## config.mk

```make
export PLATFORM = sky130hd
export DESIGN_NAME = branch_redirect_ctrl
export DESIGN_NICKNAME = d
export VERILOG_FILES = /design/src/rtl/branch_redirect_ctrl.sv
export SDC_FILE = /design/constraint.sdc
export NUM_CORES = 1
export LEC_CHECK = 0
export BUFFER_PORTS_ARGS = -buffer_cell sky130_fd_sc_hd__buf_2
export CAP_MARGIN = 20
export CORE_MARGIN = 2
export CORE_UTILIZATION = 50
export CTS_CLUSTER_DIAMETER = 40
export DETAILED_ROUTE_END_ITERATION = 16
export GPL_TIMING_DRIVEN = 0
export PLACE_DENSITY_LB_ADDON = 0.05
export RECOVER_POWER = 100
export SYNTH_ARGS = -nofsm -noshare
export SYNTH_HDL_FRONTEND = slang
export SYNTH_SLANG_ARGS = --single-unit
```

## constraint.sdc

```tcl
create_clock -name clk_in -period 2.3 [get_ports clk_in]
set_clock_uncertainty 0.05 [all_clocks]
set_input_delay 0.345 -clock clk_in [delete_from_list [all_inputs] [get_ports clk_in]]
set_output_delay 0.345 -clock clk_in [all_outputs]
set_load 0.01 [all_outputs]
```

## src/rtl/branch_redirect_ctrl.sv

```systemverilog
// Front-end recovery sequencer: detects branch mispredicts in EX, issues a redirect
// PC to fetch over a valid/ready handshake, then flushes IF/ID and stalls EX.
module branch_redirect_ctrl #(
   parameter int              XLEN         = 32,
   parameter int              FLUSH_CYCLES = 2,
   parameter logic [XLEN-1:0] RESET_PC     = {XLEN{1'b0}}
) (
   input  logic            clk_in,
   input  logic            rst_in,
   input  logic            ex_valid_in,
   input  logic [4:0]      ex_opcode_6_to_2_in,
   input  logic [XLEN-1:0] ex_pc_in,
   input  logic [XLEN-1:0] ex_target_in,
   input  logic            ex_branch_taken_in,
   input  logic            ex_pred_taken_in,
   input  logic            redirect_ready_in,
   output logic            redirect_valid_out,
   output logic [XLEN-1:0] redirect_pc_out,
   output logic            flush_out,
   output logic            stall_out,
   output logic [15:0]     branch_count_out,
   output logic [15:0]     mispredict_count_out
);

   localparam int              CW        = (FLUSH_CYCLES > 1) ? $clog2(FLUSH_CYCLES) : 1;
   localparam logic [CW-1:0]   CNT_ONE   = CW'(1);
   localparam logic [CW-1:0]   CNT_LOAD  = CW'(FLUSH_CYCLES - 1);
   localparam logic [XLEN-1:0] PC_STEP   = XLEN'(4);
   localparam logic [XLEN-1:0] TGT_MASK  = ~(XLEN'(1));
   localparam logic [15:0]     CNT_MAX   = 16'hFFFF;
   localparam logic [4:0]      OP_JAL    = 5'b11011;
   localparam logic [4:0]      OP_JALR   = 5'b11001;
   localparam logic [4:0]      OP_BRANCH = 5'b11000;

   typedef enum logic [1:0] {
      ST_IDLE  = 2'd0,
      ST_REQ   = 2'd1,
      ST_DRAIN = 2'd2
   } state_t;

   state_t          state_q, state_d;
   logic [CW-1:0]   cnt_q, cnt_d;
   logic [XLEN-1:0] redirect_pc_q, redirect_pc_d;
   logic            redirect_valid_q, redirect_valid_d;
   logic            flush_q, flush_d;
   logic            stall_q, stall_d;
   logic [15:0]     branch_count_q, branch_count_d;
   logic [15:0]     mispredict_count_q, mispredict_count_d;

   logic            is_ctrl_s;
   logic            actual_s;
   logic            mispredict_s;
   logic [XLEN-1:0] target_s;

   // Resolution decode; JALR always redirects because fetch cannot predict its target.
   always_comb begin
      is_ctrl_s    = (ex_opcode_6_to_2_in == OP_JAL) ||
                     (ex_opcode_6_to_2_in == OP_JALR) ||
                     (ex_opcode_6_to_2_in == OP_BRANCH);
      actual_s     = is_ctrl_s & ex_branch_taken_in;
      mispredict_s = ex_valid_in &
                     ((actual_s != ex_pred_taken_in) || (ex_opcode_6_to_2_in == OP_JALR));
      if (actual_s) begin
         target_s = ex_target_in & TGT_MASK;
      end else begin
         target_s = ex_pc_in + PC_STEP;
      end
   end

   // State register and all registered outputs.
   always_ff @(posedge clk_in or posedge rst_in) begin
      if (rst_in) begin
         state_q            <= ST_IDLE;
         cnt_q              <= {CW{1'b0}};
         redirect_pc_q      <= RESET_PC;
         redirect_valid_q   <= 1'b0;
         flush_q            <= 1'b0;
         stall_q            <= 1'b0;
         branch_count_q     <= 16'h0000;
         mispredict_count_q <= 16'h0000;
      end else begin
         state_q            <= state_d;
         cnt_q              <= cnt_d;
         redirect_pc_q      <= redirect_pc_d;
         redirect_valid_q   <= redirect_valid_d;
         flush_q            <= flush_d;
         stall_q            <= stall_d;
         branch_count_q     <= branch_count_d;
         mispredict_count_q <= mispredict_count_d;
      end
   end

   // Next state; ex_* are only looked at in IDLE since EX is frozen elsewhere.
   always_comb begin
      state_d            = state_q;
      cnt_d              = cnt_q;
      redirect_pc_d      = redirect_pc_q;
      branch_count_d     = branch_count_q;
      mispredict_count_d = mispredict_count_q;
      case (state_q)
         ST_IDLE: begin
            if (ex_valid_in && is_ctrl_s && (branch_count_q != CNT_MAX)) begin
               branch_count_d = branch_count_q + 16'd1;
            end else begin
               branch_count_d = branch_count_q;
            end
            if (mispredict_s && (mispredict_count_q != CNT_MAX)) begin
               mispredict_count_d = mispredict_count_q + 16'd1;
            end else begin
               mispredict_count_d = mispredict_count_q;
            end
            if (mispredict_s) begin
               state_d       = ST_REQ;
               redirect_pc_d = target_s;
            end else begin
               state_d       = ST_IDLE;
            end
         end
         ST_REQ: begin
            if (redirect_ready_in && (FLUSH_CYCLES > 1)) begin
               state_d = ST_DRAIN;
               cnt_d   = CNT_LOAD;
            end else if (redirect_ready_in) begin
               state_d = ST_IDLE;
            end else begin
               state_d = ST_REQ;
            end
         end
         ST_DRAIN: begin
            if (cnt_q == CNT_ONE) begin
               state_d = ST_IDLE;
            end else begin
               cnt_d   = cnt_q - CNT_ONE;
            end
         end
         default: begin
            state_d = ST_IDLE;
         end
      endcase
   end

   // Outputs are decoded from the next state so they leave the flops aligned with it.
   always_comb begin
      redirect_valid_d = 1'b0;
      flush_d          = 1'b0;
      stall_d          = 1'b0;
      case (state_d)
         ST_REQ: begin
            redirect_valid_d = 1'b1;
            flush_d          = 1'b1;
            stall_d          = 1'b1;
         end
         ST_DRAIN: begin
            flush_d          = 1'b1;
            stall_d          = 1'b1;
         end
         default: begin
            redirect_valid_d = 1'b0;
         end
      endcase
   end

   assign redirect_valid_out   = redirect_valid_q;
   assign redirect_pc_out      = redirect_pc_q;
   assign flush_out            = flush_q;
   assign stall_out            = stall_q;
   assign branch_count_out     = branch_count_q;
   assign mispredict_count_out = mispredict_count_q;

endmodule
```

==> results.json <==
{
  "mostFrequentLayoutCell": "buf_2",
  "fin_crit_ns": 2.200,
  "dieArea_um2": 8493,
  "grt_pass1_wl_um": 16190,
  "cts_root_buf": "clkbuf_8",
  "cp_data_required_time_ns": 2.48,
  "dp_slack_ns": -0.7214,
  "first_iter_violations": 160,
  "path_clk_slew_ns": 0.08,
  "maxSlewHeadroom_pct": 4.636,
  "cts.path.max_buffers": 2,
  "track_usage_pct": 23.91,
  "synth_edf_count": 0,
  "ys_seq_area_share_pct": 44.43,
  "hold_path.class": "input port to flop",
  "seq_area_um2": 1729,
  "hpwl_um": 7386,
  "synth_top_cell_by_area": "dfrtp_1",
  "synth-simple-area-share_pct": 25.69,
  "post-place-cells": 660,
  "port_buffers": 140,
  "drc_errors": 0,
  "synth_compound_area_share_pct": 9.755,
  "crit_path_end_kind": "flop",
  "syn_to_final_growth_pct": 25.98,
  "status": "completed",
  "synthCells": 418,
  "fill_cells": 722,
  "fin_crit_sh_pct": 95.66,
  "hold_violations": 0,
  "cts_tree": "built",
  "vias": 3615,
  "start_util_pct": 50.82,
  "fmax_mhz": 454.5,
  "totalPowerFinal_w": 0.003689,
  "drv_slew": 0,
  "whs_ns": 0.1938,
  "finalSetupViolations": 0,
  "fp.dieW_um": 92.16,
  "utilization_pct": 64.02,
  "critPathKind": "input port to flop",
  "setup_ws_ns": 0.09982,
  "pin_count": 142,
  "cts_max_level": 3,
  "syn_area_um2": 3886,
  "synth_xor_area_share_pct": 12.62,
  "grt.overflow.total": 0,
  "p_leak_nw": 2.235,
  "num_antenna_cells": 0,
  "ir_worst_vdd_v": 0.0003962,
  "instances_no_fill": 677,
  "ys_warn_count": 0,
  "grt_pass1_vias": 3490,
  "powerDensity_nw_per_um2": 753.5,
  "synthArstFlopShare_pct": 100.0,
  "layout_common_cells": "buf_2 (78), clkbuf_1 (72), dfrtp_1 (67), nand2_1 (56), nor2_1 (32)",
  "die_y_um": 92.16,
  "avgSynthCellArea_um2": 9.297,
  "synth_nets": 497,
  "synth_top_family_by_area": "simple AND/OR/NAND/NOR gates",
  "ys.flop_type": "dfrtp_1",
  "cap_violations": 0,
  "core-area_um2": 7647,
  "reg2regPathDepth": 6,
  "detail_route.wl_per_cell_um": 14.62,
  "worst_pin_slew_ns": 1.428,
  "multiInputGateArea_um2": 2082,
  "synth_area_leaders": "dfrtp_1 (44%), xnor2_1 (6.5%), xor2_1 (6.1%)",
  "cts_made_buffers": 9,
  "place.gp.congestion": 0.8737,
  "via_per_inst": 5.340,
  "drtPass1Iterations": 5,
  "synth_top_area_share_pct": 44.43,
  "drtAntennaViolNets": 0,
  "antenna_found_initial": 0,
  "ys_ff_latch": 69,
  "drt-total-wl_um": 9897,
  "clock_sinks": 69,
  "synthAdderAreaFrac_pct": 1.288,
  "drive_above_1_share_pct": 21.57,
  "startpoint_type": "input port",
  "crit_path_max_fanout": 4,
  "grt_max_degree": 70,
  "insertion_delay_ns": 0.34,
  "whs_path_depth": 3,
  "rows": 32,
  "synth_cell_types": 47,
  "layout.nets": 650,
  "muxShareOfSynthArea_pct": 3.445,
  "cp.arrival_ns": 2.38
}
[layer usage]
| layer | global-route usage (%) | up-vias | routed length, um |
|---|---|---|---|
| met5 | 0 | - | 0 |
| met1 | 31.46 | 1682 | 4446 |
| met3 | 5.094 | 25 | 568 |
| met2 | 37.50 | 132 | 4545 |
| li1 | - | 1776 | - |
| met4 | 11.69 | 0 | 337 |
[critical path: stages]
cell	delay [ns]
buf_2	0.10
and3b_1	0.28
nor3b_1	0.53
o31ai_4	0.18
or3b_2	0.49
nor2_1	0.12
mux2_2	0.34
[synthesized netlist by cell type, drive strengths merged (9+ instances only)]
master  count
nand4      15
xor2       27
nor2       32
dfrtp      69
xnor2      29
nand3      31
nand2      56
a21oi      15
mux2i      10
o31ai      10
o21ai      28
clkbuf      9
inv        10
nor3       16
[logic make-up after synthesis]
group	Yosys count
adder cells (fa/ha/maj)	4
XOR/XNOR	56
flip-flops	69
AND/OR/NAND/NOR	190
multiplexers	13
buffers and inverters	24
AO/OA/AOI/OAI	62
[report_power, final]
| part | internal, W | leakage (nW) | switching [W] |
|---|---|---|---|
| clock | 0.000604 | 0.101 | 0.000477 |
| sequential | 0.00147 | 0.882 | 0.000204 |
| combinational | 0.000381 | 1.25 | 0.000557 |
[worst paths after layout]
check,from,end,slack (ns)
max in group asynchronous,rst_in,mispredict_count_out[3]$_DFFE_PP0P_,0.87
setup reg to reg,mispredict_count_out[2]$_DFFE_PP0P_,mispredict_count_out[14]$_DFFE_PP0P_,0.14
setup / recovery,ex_opcode_6_to_2_in[2],mispredict_count_out[14]$_DFFE_PP0P_,0.1
hold reg to reg,redirect_pc_out[16]$_DFFE_PP0P_,redirect_pc_out[16]$_DFFE_PP0P_,0.43
min in group asynchronous,rst_in,stall_out$_DFF_PP0_,0.37
hold / removal,ex_pc_in[0],redirect_pc_out[0]$_DFFE_PP0P_,0.19
[stage by stage]
step                setup TNS, ns  cell area [um^2]
detailed placement         -12.09              4718
floorplan                       0              3887
finish                          0              4896
CTS                             0              4943
global route             -0.06761              4896
global placement           -63.67              4716
[flip-flops by register name (all words and copies together) (netlist names)]
signal	cells
branch_count_out	16
cnt_q	1
mispredict_count_out	16
redirect_pc_out	32
redirect_valid_out	1
stall_out	1
state_q	2
[layout make-up]
cell class	instances	share of cell area [%]
multi-input cells	325	42.52
repair buffers	142	12.96
plain buffers	14	1.482
inverters	10	0.7667
clock buffers	9	2.530
well taps	102	2.607
flip-flops and latches	69	35.32
clock inverters	6	1.814
[timing repair]
action | 4_1_cts | 5_1_grt
setup endpoints to repair | 22 | 23
buffers inserted | 0 | 2
resized for setup | 3 | 6
hold buffers | 0 | 0
pin swaps | 0 | 1
No activity file was read; power rests on OpenSTA's default activity.
